**src/rtl/elink_pkg.sv**
```systemverilog
// Shared types and constants for the elink transmit path: packet layout,
// frame patterns, FSM state codes and the header byte packer.
package elink_pkg;

    localparam int ELINK_PKT_W = 103;

    localparam logic [7:0] FRAME_A = 8'h7F;
    localparam logic [7:0] FRAME_B = 8'hFF;

    localparam logic [1:0] IDLE  = 2'd0;
    localparam logic [1:0] CYC_A = 2'd1;
    localparam logic [1:0] CYC_B = 2'd2;

    typedef struct packed {
        logic        write;
        logic [1:0]  datamode;
        logic [3:0]  ctrlmode;
        logic [31:0] dstaddr;
        logic [31:0] data;
        logic [31:0] srcaddr;
    } elink_pkt_t;

    function automatic logic [7:0] hdr_byte(input logic [3:0] ctrlmode,
                                            input logic [1:0] datamode,
                                            input logic       write);
        return {ctrlmode, datamode, write, 1'b1};
    endfunction

endpackage

```
**src/rtl/elink_tx_fifo.sv**
```systemverilog
// Synchronous FIFO, combinational read of the head; pop is ignored when empty.
// Backpressure: a push into a full FIFO is accepted only if a pop frees a slot the same edge.
module elink_tx_fifo #(
    parameter int WIDTH = 103,
    parameter int DEPTH = 4,
    parameter int AW    = 2
) (
    input  logic             clk,
    input  logic             reset,
    input  logic             push_i,
    input  logic             pop_i,
    input  logic [WIDTH-1:0] wr_data_i,
    output logic [WIDTH-1:0] rd_data_o,
    output logic             full_o,
    output logic             empty_o,
    output logic [AW:0]      count_next_o
);

    localparam logic [AW:0] FULL_CNT = (AW+1)'(DEPTH);

    logic [WIDTH-1:0] mem_q [DEPTH];
    logic [AW-1:0]    wr_ptr_q, wr_ptr_d;
    logic [AW-1:0]    rd_ptr_q, rd_ptr_d;
    logic [AW:0]      count_q, count_d;
    logic             push_ok, pop_ok;

    assign empty_o   = (count_q == '0);
    assign full_o    = (count_q == FULL_CNT);
    assign rd_data_o = mem_q[rd_ptr_q];

    assign pop_ok  = pop_i && !empty_o;
    assign push_ok = push_i && (!full_o || pop_ok);

    always_comb begin
        wr_ptr_d = push_ok ? wr_ptr_q + AW'(1) : wr_ptr_q;
        rd_ptr_d = pop_ok  ? rd_ptr_q + AW'(1) : rd_ptr_q;
        count_d  = count_q + (AW+1)'(push_ok) - (AW+1)'(pop_ok);
    end

    assign count_next_o = count_d;

    always_ff @(posedge clk) begin
        if (reset) begin
            wr_ptr_q <= '0;
            rd_ptr_q <= '0;
            count_q  <= '0;
        end else begin
            wr_ptr_q <= wr_ptr_d;
            rd_ptr_q <= rd_ptr_d;
            count_q  <= count_d;
        end
    end

    always_ff @(posedge clk) begin
        if (push_ok) begin
            mem_q[wr_ptr_q] <= wr_data_i;
        end
    end

endmodule

```
**src/rtl/elink_tx_framer.sv**
```systemverilog
// Emesh-to-elink packetizer: each transaction becomes two 72-bit words; first word 2 edges after the access.
// Backpressure: emesh waits assert once the FIFO holds DEPTH-2; chip waits hold eligible heads in order.
module elink_tx_framer
    import elink_pkg::*;
#(
    parameter int FIFO_DEPTH = 4,
    parameter int FIFO_AW    = 2
) (
    input  logic        txo_lclk,
    input  logic        reset,
    input  logic        emesh_access_outb,
    input  logic        emesh_write_outb,
    input  logic [1:0]  emesh_datamode_outb,
    input  logic [3:0]  emesh_ctrlmode_outb,
    input  logic [31:0] emesh_dstaddr_outb,
    input  logic [31:0] emesh_srcaddr_outb,
    input  logic [31:0] emesh_data_outb,
    input  logic        txo_wr_wait,
    input  logic        txo_rd_wait,
    output logic        emesh_wr_wait_inb,
    output logic        emesh_rd_wait_inb,
    output logic [71:0] tx_in,
    output logic        tx_overflow
);

    localparam logic [FIFO_AW:0] WAIT_THRESH = (FIFO_AW+1)'(FIFO_DEPTH - 2);

    logic [1:0]             wr_sync_q, rd_sync_q;
    logic                   wr_s, rd_s;
    elink_pkt_t             pkt_in, head_pkt;
    logic [ELINK_PKT_W-1:0] fifo_rd_data;
    logic                   fifo_full, fifo_empty, pop;
    logic [FIFO_AW:0]       count_next;
    logic                   head_ok;
    logic [1:0]             state_q, state_d;
    elink_pkt_t             hold_q, hold_d;
    logic [71:0]            tx_in_q, tx_in_d;
    logic                   wait_q, wait_d;
    logic                   overflow_q, overflow_d;

    always_ff @(posedge txo_lclk) begin
        if (reset) begin
            wr_sync_q <= '0;
            rd_sync_q <= '0;
        end else begin
            wr_sync_q <= {wr_sync_q[0], txo_wr_wait};
            rd_sync_q <= {rd_sync_q[0], txo_rd_wait};
        end
    end

    assign wr_s = wr_sync_q[1];
    assign rd_s = rd_sync_q[1];

    assign pkt_in = '{write:    emesh_write_outb,
                      datamode: emesh_datamode_outb,
                      ctrlmode: emesh_ctrlmode_outb,
                      dstaddr:  emesh_dstaddr_outb,
                      data:     emesh_data_outb,
                      srcaddr:  emesh_srcaddr_outb};

    elink_tx_fifo #(
        .WIDTH (ELINK_PKT_W),
        .DEPTH (FIFO_DEPTH),
        .AW    (FIFO_AW)
    ) u_fifo (
        .clk          (txo_lclk),
        .reset        (reset),
        .push_i       (emesh_access_outb),
        .pop_i        (pop),
        .wr_data_i    (pkt_in),
        .rd_data_o    (fifo_rd_data),
        .full_o       (fifo_full),
        .empty_o      (fifo_empty),
        .count_next_o (count_next)
    );

    assign head_pkt = elink_pkt_t'(fifo_rd_data);
    // Strictly in order: only the head is ever considered, so a blocked head stalls everything behind it.
    assign head_ok  = !fifo_empty && (head_pkt.write ? !wr_s : !rd_s);

    always_comb begin
        state_d = state_q;
        pop     = 1'b0;
        case (state_q)
            IDLE: begin
                if (head_ok) begin
                    pop     = 1'b1;
                    state_d = CYC_A;
                end
            end
            CYC_A: state_d = CYC_B;
            CYC_B: begin
                if (head_ok) begin
                    pop     = 1'b1;
                    state_d = CYC_A;
                end else begin
                    state_d = IDLE;
                end
            end
            default: state_d = IDLE;
        endcase
    end

    always_comb begin
        hold_d = pop ? head_pkt : hold_q;
        case (state_q)
            CYC_A:   tx_in_d = {FRAME_A, 8'h00,
                                hdr_byte(hold_q.ctrlmode, hold_q.datamode, hold_q.write),
                                hold_q.dstaddr, hold_q.data[31:16]};
            CYC_B:   tx_in_d = {FRAME_B, hold_q.data[15:0], hold_q.srcaddr, 16'h0000};
            default: tx_in_d = '0;
        endcase
        wait_d     = (count_next >= WAIT_THRESH);
        overflow_d = overflow_q | (emesh_access_outb && fifo_full && !pop);
    end

    always_ff @(posedge txo_lclk) begin
        if (reset) begin
            state_q    <= IDLE;
            hold_q     <= '0;
            tx_in_q    <= '0;
            wait_q     <= 1'b0;
            overflow_q <= 1'b0;
        end else begin
            state_q    <= state_d;
            hold_q     <= hold_d;
            tx_in_q    <= tx_in_d;
            wait_q     <= wait_d;
            overflow_q <= overflow_d;
        end
    end

    assign tx_in             = tx_in_q;
    assign emesh_wr_wait_inb = wait_q;
    assign emesh_rd_wait_inb = wait_q;
    assign tx_overflow       = overflow_q;

endmodule

```
**config.mk**
```make
export PLATFORM = sky130hd
export DESIGN_NAME = elink_tx_framer
export DESIGN_NICKNAME = d
export VERILOG_FILES = /design/src/rtl/elink_pkg.sv /design/src/rtl/elink_tx_fifo.sv /design/src/rtl/elink_tx_framer.sv
export SDC_FILE = /design/constraint.sdc
export NUM_CORES = 1
export LEC_CHECK = 0
export BUFFER_PORTS_ARGS = -buffer_cell sky130_fd_sc_hd__buf_2
export CAP_MARGIN = 20
export CORE_ASPECT_RATIO = 0.6
export CORE_MARGIN = 2
export CORE_UTILIZATION = 62
export CTS_BUF_LIST = sky130_fd_sc_hd__clkbuf_4
export DETAILED_ROUTE_END_ITERATION = 8
export HOLD_SLACK_MARGIN = 0.1
export PLACE_DENSITY_LB_ADDON = 0.15
export SETUP_SLACK_MARGIN = 0.3
export SLEW_MARGIN = 20
export SYNTH_ARGS = -nofsm -noshare
export SYNTH_HDL_FRONTEND = slang
export SYNTH_HIERARCHICAL = 1
export SYNTH_SLANG_ARGS = --single-unit
export TNS_END_PERCENT = 50
```
**constraint.sdc**
```tcl
create_clock -name txo_lclk -period 6.5 [get_ports txo_lclk]
set_clock_uncertainty 0.15 [all_clocks]
set_input_delay 1.3 -clock txo_lclk [delete_from_list [all_inputs] [get_ports txo_lclk]]
set_output_delay 1.3 -clock txo_lclk [all_outputs]
set_load 0.01 [all_outputs]
```
After elaboration in Yosys (flattened, before gate mapping)
Memories as Yosys holds them, arrays and structs flattened. A register that Yosys moved wholly into a read port is not among the register bits.
Cells that the tools add are included.

operators by class
  reduce and logical (&&, ||, !) cells = 14
  $add $sub $neg = 4
  magnitude comparators = 1
  bitwise operators = 1
  mux-type cells = 11
  equal/unequal tests = 4

operator list
  kind                                                                                  count
  72-bit case mux with 2 select lines                                                   1
  1-bit 2-to-1 mux                                                                      6
  2-bit 2-to-1 mux                                                                      3
  2-bit case mux with 3 select lines                                                    1
  1-bit logical AND                                                                     5
  1-bit logical NOT                                                                     5
  2-bit by 1-bit adder with 2-bit output (second input constant)                        2
  3-bit by 1-bit adder with 3-bit output                                                1
  3-bit equality test (second input constant)                                           1
  3-bit by 2-bit greater-or-equal comparator with 1-bit output (second input constant)  1
  3-bit logical NOT                                                                     1
  3-bit by 1-bit subtractor with 3-bit output                                           1
  2-bit by 1-bit equality test with 1-bit output (second input constant)                1
  2-bit equality test (second input constant)                                           1
  2-bit logical NOT                                                                     1
  2-bit inequality test (second input constant)                                         1
  2-bit OR reduction                                                                    1
  1-bit logical OR                                                                      1
  1-bit bitwise OR                                                                      1

storage, ports and cells
  logic and storage cells = 51
  flip-flop bits (word level) = 190
  output and inout port bits = 75
  memories kept = 1
  bits in writable memories = 412
  input bits = 108

memory list
  name          words  width  rd ports  clocked after memory_dff  wr ports  RTL line             RTL
  u_fifo.mem_q  4      103    1         1                         1         elink_tx_fifo.sv:21  logic [WIDTH-1:0] mem_q [DEPTH];

Longest topological paths before layout
Gate-level depths: netlist of the first run.

  depth after elaboration = 11
  mapped depth = 17
  mapped depth without buffers = 13

By module
Netlist of the first run, hierarchy kept.

by module, submodules not included
  module           instances  area each (sq um)  cells an instance  sequential area each (sq um)
  elink_tx_fifo    1          15411.0            585                12552.0
  elink_tx_framer  1          6512.5             681                3543.4

Least setup slack after synthesis of the first run
Ideal clock, no wire load.

  path type = register -> register
  from = reg with a tool-made name
  to = mem u_fifo.mem_q[0][0] (enable)
  library setup time = 474 ps
  arrival time = 4702 ps
  setup slack = 1174 ps
  stages on the path, launching flop included = 12
  required time = 5876 ps
  clock period less this slack = 5326 ps
  path buffers = 5
  cells stage by stage = dfxtp_1 > buf_6 > buf_12 > mux4_2 > mux2_4 > nor3_2 > buf_4 > buf_6 > buf_8 > inv_1 > a21boi_2 > and2_1

RTL lines
  element    RTL line
  to (decl)  elink_tx_fifo.sv:21

Worst setup path after layout of the first run
  from = reg state_q[0]
  to = reg hold_q[40] in the netlist's numbering

on the way
  word-level cells in the longest chain between the ends = 3
  elaborated cells between the ends (all ways) = 4
  those cells by class = eq/ne: 1; mux: 1; reduce/logical: 2

RTL lines
  element                                                          RTL line                RTL
  from (decl)                                                      elink_tx_framer.sv:35   logic [1:0] state_q, state_d;
  from (signal assigned)                                           elink_tx_framer.sv:125  state_q <= state_d;
  2-bit equality test / 2-bit logical NOT (equally long branches)  elink_tx_framer.sv:84   case (state_q)
  2-bit OR reduction (no line) (*)                                 n/a
  1-bit 2-to-1 mux (*)                                             n/a
  to (signal assigned)                                             elink_tx_framer.sv:126  hold_q <= hold_d;
  to (decl)                                                        elink_tx_framer.sv:36   elink_pkt_t hold_q, hold_d;

Every way passes the cells marked *; elsewhere a longest branch is shown, timed or not.
A chain may end at the register's enable or synchronous reset.

==> run summary, run 1 <==
YOSYS
------------------------------------------------------------------------------
Area of the mapped netlist                                          21,900 um2
#FFs+latches synth                                                         598
Library cell with the largest summed area after synthesis         sky130_fd_sc_hd__edfxtp_1
Instance count of the mapped netlist                                     1,266
Portion of the post-synthesis area used by sequential elements           73.4%
Cell variety after synth                                                    42
Prevailing post-synth register cell                               sky130_fd_sc_hd__edfxtp_1
Number of enable-type register cells in the synthesized netlist            412
Post-synthesis async set-or-reset flop share                                0%
Average size of a mapped cell                                         17.3 um2
Count of synthesis-stage warnings from yosys                                 6
Number of nets produced by synthesis                                     1,386
Largest cells by area after synthesis                             sky130_fd_sc_hd__edfxtp_1 56%, sky130_fd_sc_hd__dfxtp_1 17%, sky130_fd_sc_hd__mux4_2 11%
Yosys top cell area share                                                56.4%

CTS
------------------------------------------------------------------------------
CTS sink count                                                             598
Buffer type at the clock tree root                                sky130_fd_sc_hd__clkbuf_4
Max clock buf depth                                                          3
TritonCTS clock tree                                                       yes
Post-CTS Setup Inserts                                                       0
Clock latency on the worst-skew pair                                   0.82 ns
Count of cells resized by post-cts repair                                    0
Cts bufs inserted                                                          136
Maximum level of the CTS H-tree                                              4
Clock Pin Slew Worst Setup and Hold Paths                              0.07 ns
Cts hold-fix bufs                                                            0

WORST SETUP PATH
------------------------------------------------------------------------------
Critical path's slowest cell                                      sky130_fd_sc_hd__ha_2
Total number of cells along the worst setup path                             7
Most frequent cell on the critical path                           sky130_fd_sc_hd__buf_4
Peak per-stage delay on the critical path                              0.83 ns
Crit path cell chain                                              inv_1, ha_2, nor2_1, nor3_4, buf_4, buf_4, mux2i_1
Worst Path Buf+Inv                                                           3
CP delay by family, top                                           buffers and inverters
Critical path launch point type                                       register
Type of element capturing the critical path                           register
Largest fanout on the critical path                                         60
Arr. time, crit path                                                   4.58 ns
Number of cells on the worst reg-to-reg path                                 7
Worst Path Class, Setup                                           register to register
Worst EP required                                                      7.06 ns

GLOBAL ROUTING
------------------------------------------------------------------------------
Global routing usage summed across all routing layers                    24.7%
First-pass GRT wire length                                           67,300 um
Antenna violations before repair                                             5
Global route overflow                                                        0
Largest net degree at the start of global routing                          119
Vias in the first global route                                          11,700

STA
------------------------------------------------------------------------------
Max Clock Freq                                                       0.249 GHz
Unrepaired setup endpoints after global routing                          false
Final setup TNS                                                           0 ns
Final worst-path cycle share                                             61.8%
Final-report hold violation count                                            0
WHS                                                                   0.294 ns
Transition time at the pin with the least slew margin                  1.06 ns
Slew Limit Fails                                                             0
Final Setup Violations                                                       0
Relative slew slack                                                      29.2%
Min cycle time layout                                                  4.02 ns

PWR
------------------------------------------------------------------------------
Switching pwr                                                        0.00294 W
Part of the total power dissipated in the clock network                  29.7%
Fraction of power consumed by sequential logic                           48.5%
Pwr/cell area                                                       415 nW/um2
Share of power burned in combinational logic                             21.8%
Highest ir drop seen on vdd                                             367 uV
Net switching share of the total power                                   28.5%
Pleak                                                                  9.01 nW
Internal power summed over all cells                                 0.00737 W

DRT
------------------------------------------------------------------------------
WL/cell                                                                21.0 um
Number of design rule violations left after detail routing                   0
Drt via density                                                           5.55
DRT antenna net count                                                        0
First-pass detailed-route iteration total                                    7
Drt first-iter violations                                                1,217
Via Count                                                               11,600
Final routed wirelength across all metal layers                      43,900 um

FLOORPLAN
------------------------------------------------------------------------------
Vert. Die Dim                                                           150 um
Die Wd                                                                  247 um
Overall die area                                                    36,900 um2
Num rows                                                                    53
Top-level port count                                                       183
Placeable core region                                               34,900 um2
Initial Util                                                             62.7%

CELLS AND AREA
------------------------------------------------------------------------------
Ratio of cells with drive above 1 in the final layout                    33.3%
Highest-count cells in the layout ignoring fill and taps          412 x sky130_fd_sc_hd__edfxtp_1, 220 x sky130_fd_sc_hd__clkbuf_4, 206 x sky130_fd_sc_hd__nand2_1
Number of fill cells in the layout                                       2,259
Total Nets Final                                                         1,634
Multi-input combinational cell area                                   5250 um2
Area taken by flip-flops and latches                                16,100 um2
Most common cell after layout, fill and taps aside                sky130_fd_sc_hd__edfxtp_1
Relative area change from synthesis to final layout                      13.4%

RUN STATUS
------------------------------------------------------------------------------
Status                                                            complete, no violations

MIN PATH
------------------------------------------------------------------------------
Classification of the worst-slack hold path                       register to register
Hold Path Depth                                                              1

JOB
------------------------------------------------------------------------------
Max-Cap Viols                                                                0

PLACEMENT
------------------------------------------------------------------------------
HPWL after detailed placement                                        25,400 um
GP Congestion                                                            0.800
Count of port buffers added during placement                               182

-- metal layers --
| metal | share of wire, % | global-route usage [%] | routed length [um] |
|---|---|---|---|
| met5 | 0.016 | 0 | 7 |
| met4 | 1.3 | 8.13 | 585 |
| met3 | 6.2 | 5.85 | 2730 |
| met2 | 45 | 34.7 | 19700 |
| met1 | 48 | 38.4 | 20900 |
-- metrics by stage --
stage          total power (W)  cells  area (um2)  util (%)  worst slack [ns]
2_1_floorplan          0.00687   1266       21900         -              1.17
3_3_place_gp           0.00726   1843       23000      65.8              2.46
3_5_place_dp           0.00732   1843       23000      65.8              2.35
4_1_cts                 0.0104   2087       24900      71.1              2.52
5_1_grt                 0.0108   2088       24900      71.2              2.21
6_report                0.0103   2089       24900      71.2              2.48
-- cell usage after synthesis, types with 2 or more instances --
| master | count |
|---|---|
| sky130_fd_sc_hd__buf_2 | 8 |
| sky130_fd_sc_hd__and2_1 | 12 |
| sky130_fd_sc_hd__buf_12 | 8 |
| sky130_fd_sc_hd__nand2_1 | 207 |
| sky130_fd_sc_hd__mux2i_1 | 104 |
| sky130_fd_sc_hd__edfxtp_1 | 412 |
| sky130_fd_sc_hd__nor2b_1 | 9 |
| sky130_fd_sc_hd__xor2_1 | 2 |
| sky130_fd_sc_hd__ha_1 | 11 |
| sky130_fd_sc_hd__buf_4 | 17 |
| sky130_fd_sc_hd__mux4_2 | 103 |
| sky130_fd_sc_hd__nand3_1 | 2 |
| sky130_fd_sc_hd__clkbuf_1 | 36 |
| sky130_fd_sc_hd__dfxtp_1 | 186 |
| sky130_fd_sc_hd__inv_1 | 8 |
| sky130_fd_sc_hd__a22oi_1 | 39 |
| sky130_fd_sc_hd__xnor2_1 | 2 |
| sky130_fd_sc_hd__nor2_1 | 49 |
| sky130_fd_sc_hd__nand2b_1 | 2 |
| sky130_fd_sc_hd__buf_1 | 8 |
| sky130_fd_sc_hd__and3_1 | 16 |
| sky130_fd_sc_hd__buf_6 | 2 |
| sky130_fd_sc_hd__buf_8 | 4 |
-- worst reg2reg max path: stages, from the launching register on --
cell and delay, ns:
sky130_fd_sc_hd__dfxtp_1 0.36, sky130_fd_sc_hd__inv_1 0.14, sky130_fd_sc_hd__ha_2 0.83, sky130_fd_sc_hd__nor2_1 0.18, sky130_fd_sc_hd__nor3_4 0.25, sky130_fd_sc_hd__buf_4 0.83, sky130_fd_sc_hd__buf_4 0.80, sky130_fd_sc_hd__mux2i_1 0.39
-- power groups by stage --
stage                     clock network, W  logic [W]  registers (W)
after floorplan                          0    0.00189        0.00498
after global placement                   0    0.00221        0.00505
after detailed placement                 0    0.00225        0.00507
after CTS                          0.00316    0.00226        0.00499
after global routing               0.00335    0.00242        0.00505
final                              0.00307    0.00224        0.00500
-- final cells by class --
cell class              count  share of cell area [%]
flip-flops and latches    598                    64.8
clock inverters            24                   0.785
inverters                   8                   0.141
multi-input cells         577                    21.1
clock buffers             220                    6.64
well taps                 467                    2.35
diodes                      2                  0.0201
repair buffers            193                    4.21
-- logic make-up (layout without fill, tap and decap cells) --
kind of cell / count (synthesis) / count (layout) / synth area share, %
adders and majority gates: 12 / 12 / 0.719
xor gates and xnor gates: 4 / 4 / 0.160
buffers and inverters: 91 / 445 / 2.76
muxes: 209 / 209 / 15.4
AOI/OAI and AO/OA: 48 / 48 / 1.69
other: 0 / 2 / 0
and+or+nand+nor: 304 / 304 / 5.80
DFF: 598 / 598 / 73.4
-- registers in the layout (all words and copies together), names as in the netlist, named ones only --
register / cells
u_fifo/count_q: 3
u_fifo/wr_ptr_q: 2
hold_q: 103
tx_overflow: 1
tx_in: 66
wr_sync_q: 2
u_fifo/rd_ptr_q: 2
emesh_rd_wait_inb: 1
rd_sync_q: 2
u_fifo/mem_q: 412
state_q: 2
-- final timing paths --
kind	start	to	slack (ns)
max	state_q[0]	hold_q[40]	2.48
min	wr_sync_q[0]	wr_sync_q[1]	0.29
max reg2reg	state_q[0]	hold_q[40]	2.48
min reg2reg	wr_sync_q[0]	wr_sync_q[1]	0.29
Note: power is estimated with default switching activity, not from simulation.
==> run 2, diff against run 1 <==
==> constraint.sdc (replaced) <==
create_clock -name txo_lclk -period 4.1 [get_ports txo_lclk]
set_clock_uncertainty 0.15 [all_clocks]
set_input_delay 0.82 -clock txo_lclk [delete_from_list [all_inputs] [get_ports txo_lclk]]
set_output_delay 0.82 -clock txo_lclk [all_outputs]
set_load 0.01 [all_outputs]
==> run 2 against run 1 <==
Via count grew 4.5%; worst setup slack lost 1.7 ns; sequential share of layout area shrank 3.0 points; clock power grew 61%; highest routed layer is now met4; combinational power grew 68%; utilization grew 3.4 points; largest power group unchanged; sequential power grew 57%; wire length grew 4.8%.
==> run summary, run 2 (synthesis gave the netlist of run 1 again) <==
RUN STATUS
-------------------------------------------------------------------------
Status                                                       complete, no violations

WORST SETUP PATH
-------------------------------------------------------------------------
Largest fanout on the critical path                                    29
Worst EP required                                                 4.43 ns
Arr. time, crit path                                              3.67 ns
Number of cells on the worst reg-to-reg path                            7
Critical path launch point type                                  register
Worst Path Class, Setup                                      register to register
Type of element capturing the critical path                      register

PLACEMENT
-------------------------------------------------------------------------
Count of port buffers added during placement                          182
HPWL after detailed placement                                   25,900 um
Post-Place Setup Slack                                           0.760 ns
GP Congestion                                                       0.782
Standard cell area after detailed placement                    23,100 um2

DRT
-------------------------------------------------------------------------
Drt via density                                                      5.49
Final routed wirelength across all metal layers                 46,000 um
Via Count                                                          12,100
Drt first-iter violations                                           1,080
First-pass detailed-route iteration total                               5
DRT antenna net count                                                   0
Number of design rule violations left after detail routing              0
WL/cell                                                           20.8 um

STA
-------------------------------------------------------------------------
Slew Limit Fails                                                        0
Final Setup Violations                                                  0
Transition time at the pin with the least slew margin             1.02 ns
WHS                                                              0.285 ns
Unrepaired setup endpoints after global routing                     false
Final critical-path setup slack                                  0.763 ns
Final setup TNS                                                      0 ns
Relative slew slack                                                 31.9%
Min cycle time layout                                             3.34 ns
Final-report hold violation count                                       0
Max Clock Freq                                                  0.300 GHz
Final worst-path cycle share                                        81.4%

PWR
-------------------------------------------------------------------------
Highest ir drop seen on vdd                                        875 uV
Total Power Consumption                                          0.0166 W
Fraction of power consumed by sequential logic                      47.4%
Pwr/cell area                                                  636 nW/um2
Part of the total power dissipated in the clock network             29.9%
Share of power burned in combinational logic                        22.7%
Switching pwr                                                   0.00476 W
Pleak                                                             9.52 nW
Internal power summed over all cells                             0.0118 W
Net switching share of the total power                              28.7%

FLOORPLAN
-------------------------------------------------------------------------
Placeable core region                                          34,900 um2
Vert. Die Dim                                                      150 um
Top-level port count                                                  183
Initial Util                                                        62.7%
Num rows                                                               53
Overall die area                                               36,900 um2
Die Wd                                                             247 um

GLOBAL ROUTING
-------------------------------------------------------------------------
Global route overflow                                                   0
First-pass GRT wire length                                      70,900 um
Global routing usage summed across all routing layers               25.9%
Vias in the first global route                                     12,500
Largest net degree at the start of global routing                     132
Antenna violations before repair                                        1

CTS
-------------------------------------------------------------------------
Count of cells resized by post-cts repair                               0
Clock latency on the worst-skew pair                              0.82 ns
TritonCTS clock tree                                                  yes
Cts bufs inserted                                                     136
Post-CTS Setup Inserts                                                  0
Maximum level of the CTS H-tree                                         4
Max clock buf depth                                                     3
Clock Pin Slew Worst Setup and Hold Paths                         0.07 ns
Buffer type at the clock tree root                           sky130_fd_sc_hd__clkbuf_4
CTS sink count                                                        598

MIN PATH
-------------------------------------------------------------------------
Min-Delay Startpoint                                                reset
Classification of the worst-slack hold path                  primary input to register
Hold Path Depth                                                         2

CELLS AND AREA
-------------------------------------------------------------------------
Relative area change from synthesis to final layout                 18.9%
Final Cell Area                                                26,100 um2
Most common cell after layout, fill and taps aside           sky130_fd_sc_hd__edfxtp_1
Biggest register                                             u_fifo/mem_q
Number of fill cells in the layout                                  2,140
Number of flip-flops under the largest register name                  412
Total Nets Final                                                    1,750
Highest-count cells in the layout ignoring fill and taps     412 x sky130_fd_sc_hd__edfxtp_1, 215 x sky130_fd_sc_hd__clkbuf_4, 206 x sky130_fd_sc_hd__nand2_1
Ratio of cells with drive above 1 in the final layout               31.5%

JOB
-------------------------------------------------------------------------
Max-Cap Viols                                                           0

==> run 2: cell types whose count changed in the layout (fill, tap and decap cells not counted) <==
cell                            before  now
sky130_fd_sc_hd__dlygate4sd3_1       0  106
sky130_fd_sc_hd__buf_4               6   13
sky130_fd_sc_hd__clkinv_1           17   23
sky130_fd_sc_hd__clkbuf_4          220  215
sky130_fd_sc_hd__buf_12              4    8
sky130_fd_sc_hd__clkinv_2            0    2
sky130_fd_sc_hd__buf_6               1    0
sky130_fd_sc_hd__bufinv_16           4    5
sky130_fd_sc_hd__inv_2               3    2
==> run 2: per-layer routing <==
layer | part of all wire (%) | GRT usage (%) | wire length, um | vias to the layer above
li1 | - | - | - | 5568
met1 | 47 | 39.6 | 21600 | 6067
met2 | 44 | 36.9 | 20400 | 427
met3 | 7.2 | 6.90 | 3300 | 54
met4 | 1.6 | 7.50 | 734 | 0
met5 | 0 | 0 | 0 | -
==> run 2: per-stage QoR <==
| step | cells | util, % |
|---|---|---|
| 3_3_place_gp | 1853 | 66.2 |
| 3_5_place_dp | 1853 | 66.2 |
| 4_1_cts | 2206 | 74.6 |
| 5_1_grt | 2207 | 74.6 |
| 6_report | 2208 | 74.6 |
| 2_1_floorplan | 1266 | - |
==> run 2: area by class of cell <==
type | instances | area, um2 | share of cell area, %
clock inverter | 32 | 254 | 0.974
timing repair buffer | 309 | 2230 | 8.55
tap | 467 | 584 | 2.24
multi-input combinational | 577 | 5250 | 20.1
clock buffer | 215 | 1610 | 6.19
inverter | 8 | 35.0 | 0.134
antenna | 2 | 5.00 | 0.0192
sequential | 598 | 16100 | 61.8
==> run 2: final timing paths <==
check | endpoint | slack, ns
max | u_fifo/mem_q[1][31] | 0.76
min | u_fifo/rd_ptr_q[0] | 0.29
max reg2reg | u_fifo/mem_q[1][31] | 0.76
min reg2reg | wr_sync_q[1] | 0.29
==> run 2: repair_timing <==
action	CTS	global route
setup endpoints to repair	0	0
hold endpoints to repair	415	0
hold buffers	106	0
==> run 2: worst max-delay path, cell delays in order, from the launching register on <==
cell and delay [ns]:
sky130_fd_sc_hd__dfxtp_4 0.37, sky130_fd_sc_hd__mux4_2 0.53, sky130_fd_sc_hd__mux2_4 0.35, sky130_fd_sc_hd__nor3_4 0.19, sky130_fd_sc_hd__inv_1 0.08, sky130_fd_sc_hd__a21boi_2 0.37
sky130_fd_sc_hd__and2_4 0.58, sky130_fd_sc_hd__buf_4 0.37
==> run 2: power groups by stage <==
stage / Sequential [W] / Clock [W] / Combinational [W]
2_1_floorplan: 0.00787 / 0 / 0.00300
3_3_place_gp: 0.00795 / 0 / 0.00363
3_5_place_dp: 0.00798 / 0 / 0.00370
4_1_cts: 0.00785 / 0.00506 / 0.00379
5_1_grt: 0.00795 / 0.00540 / 0.00407
6_report: 0.00786 / 0.00495 / 0.00377
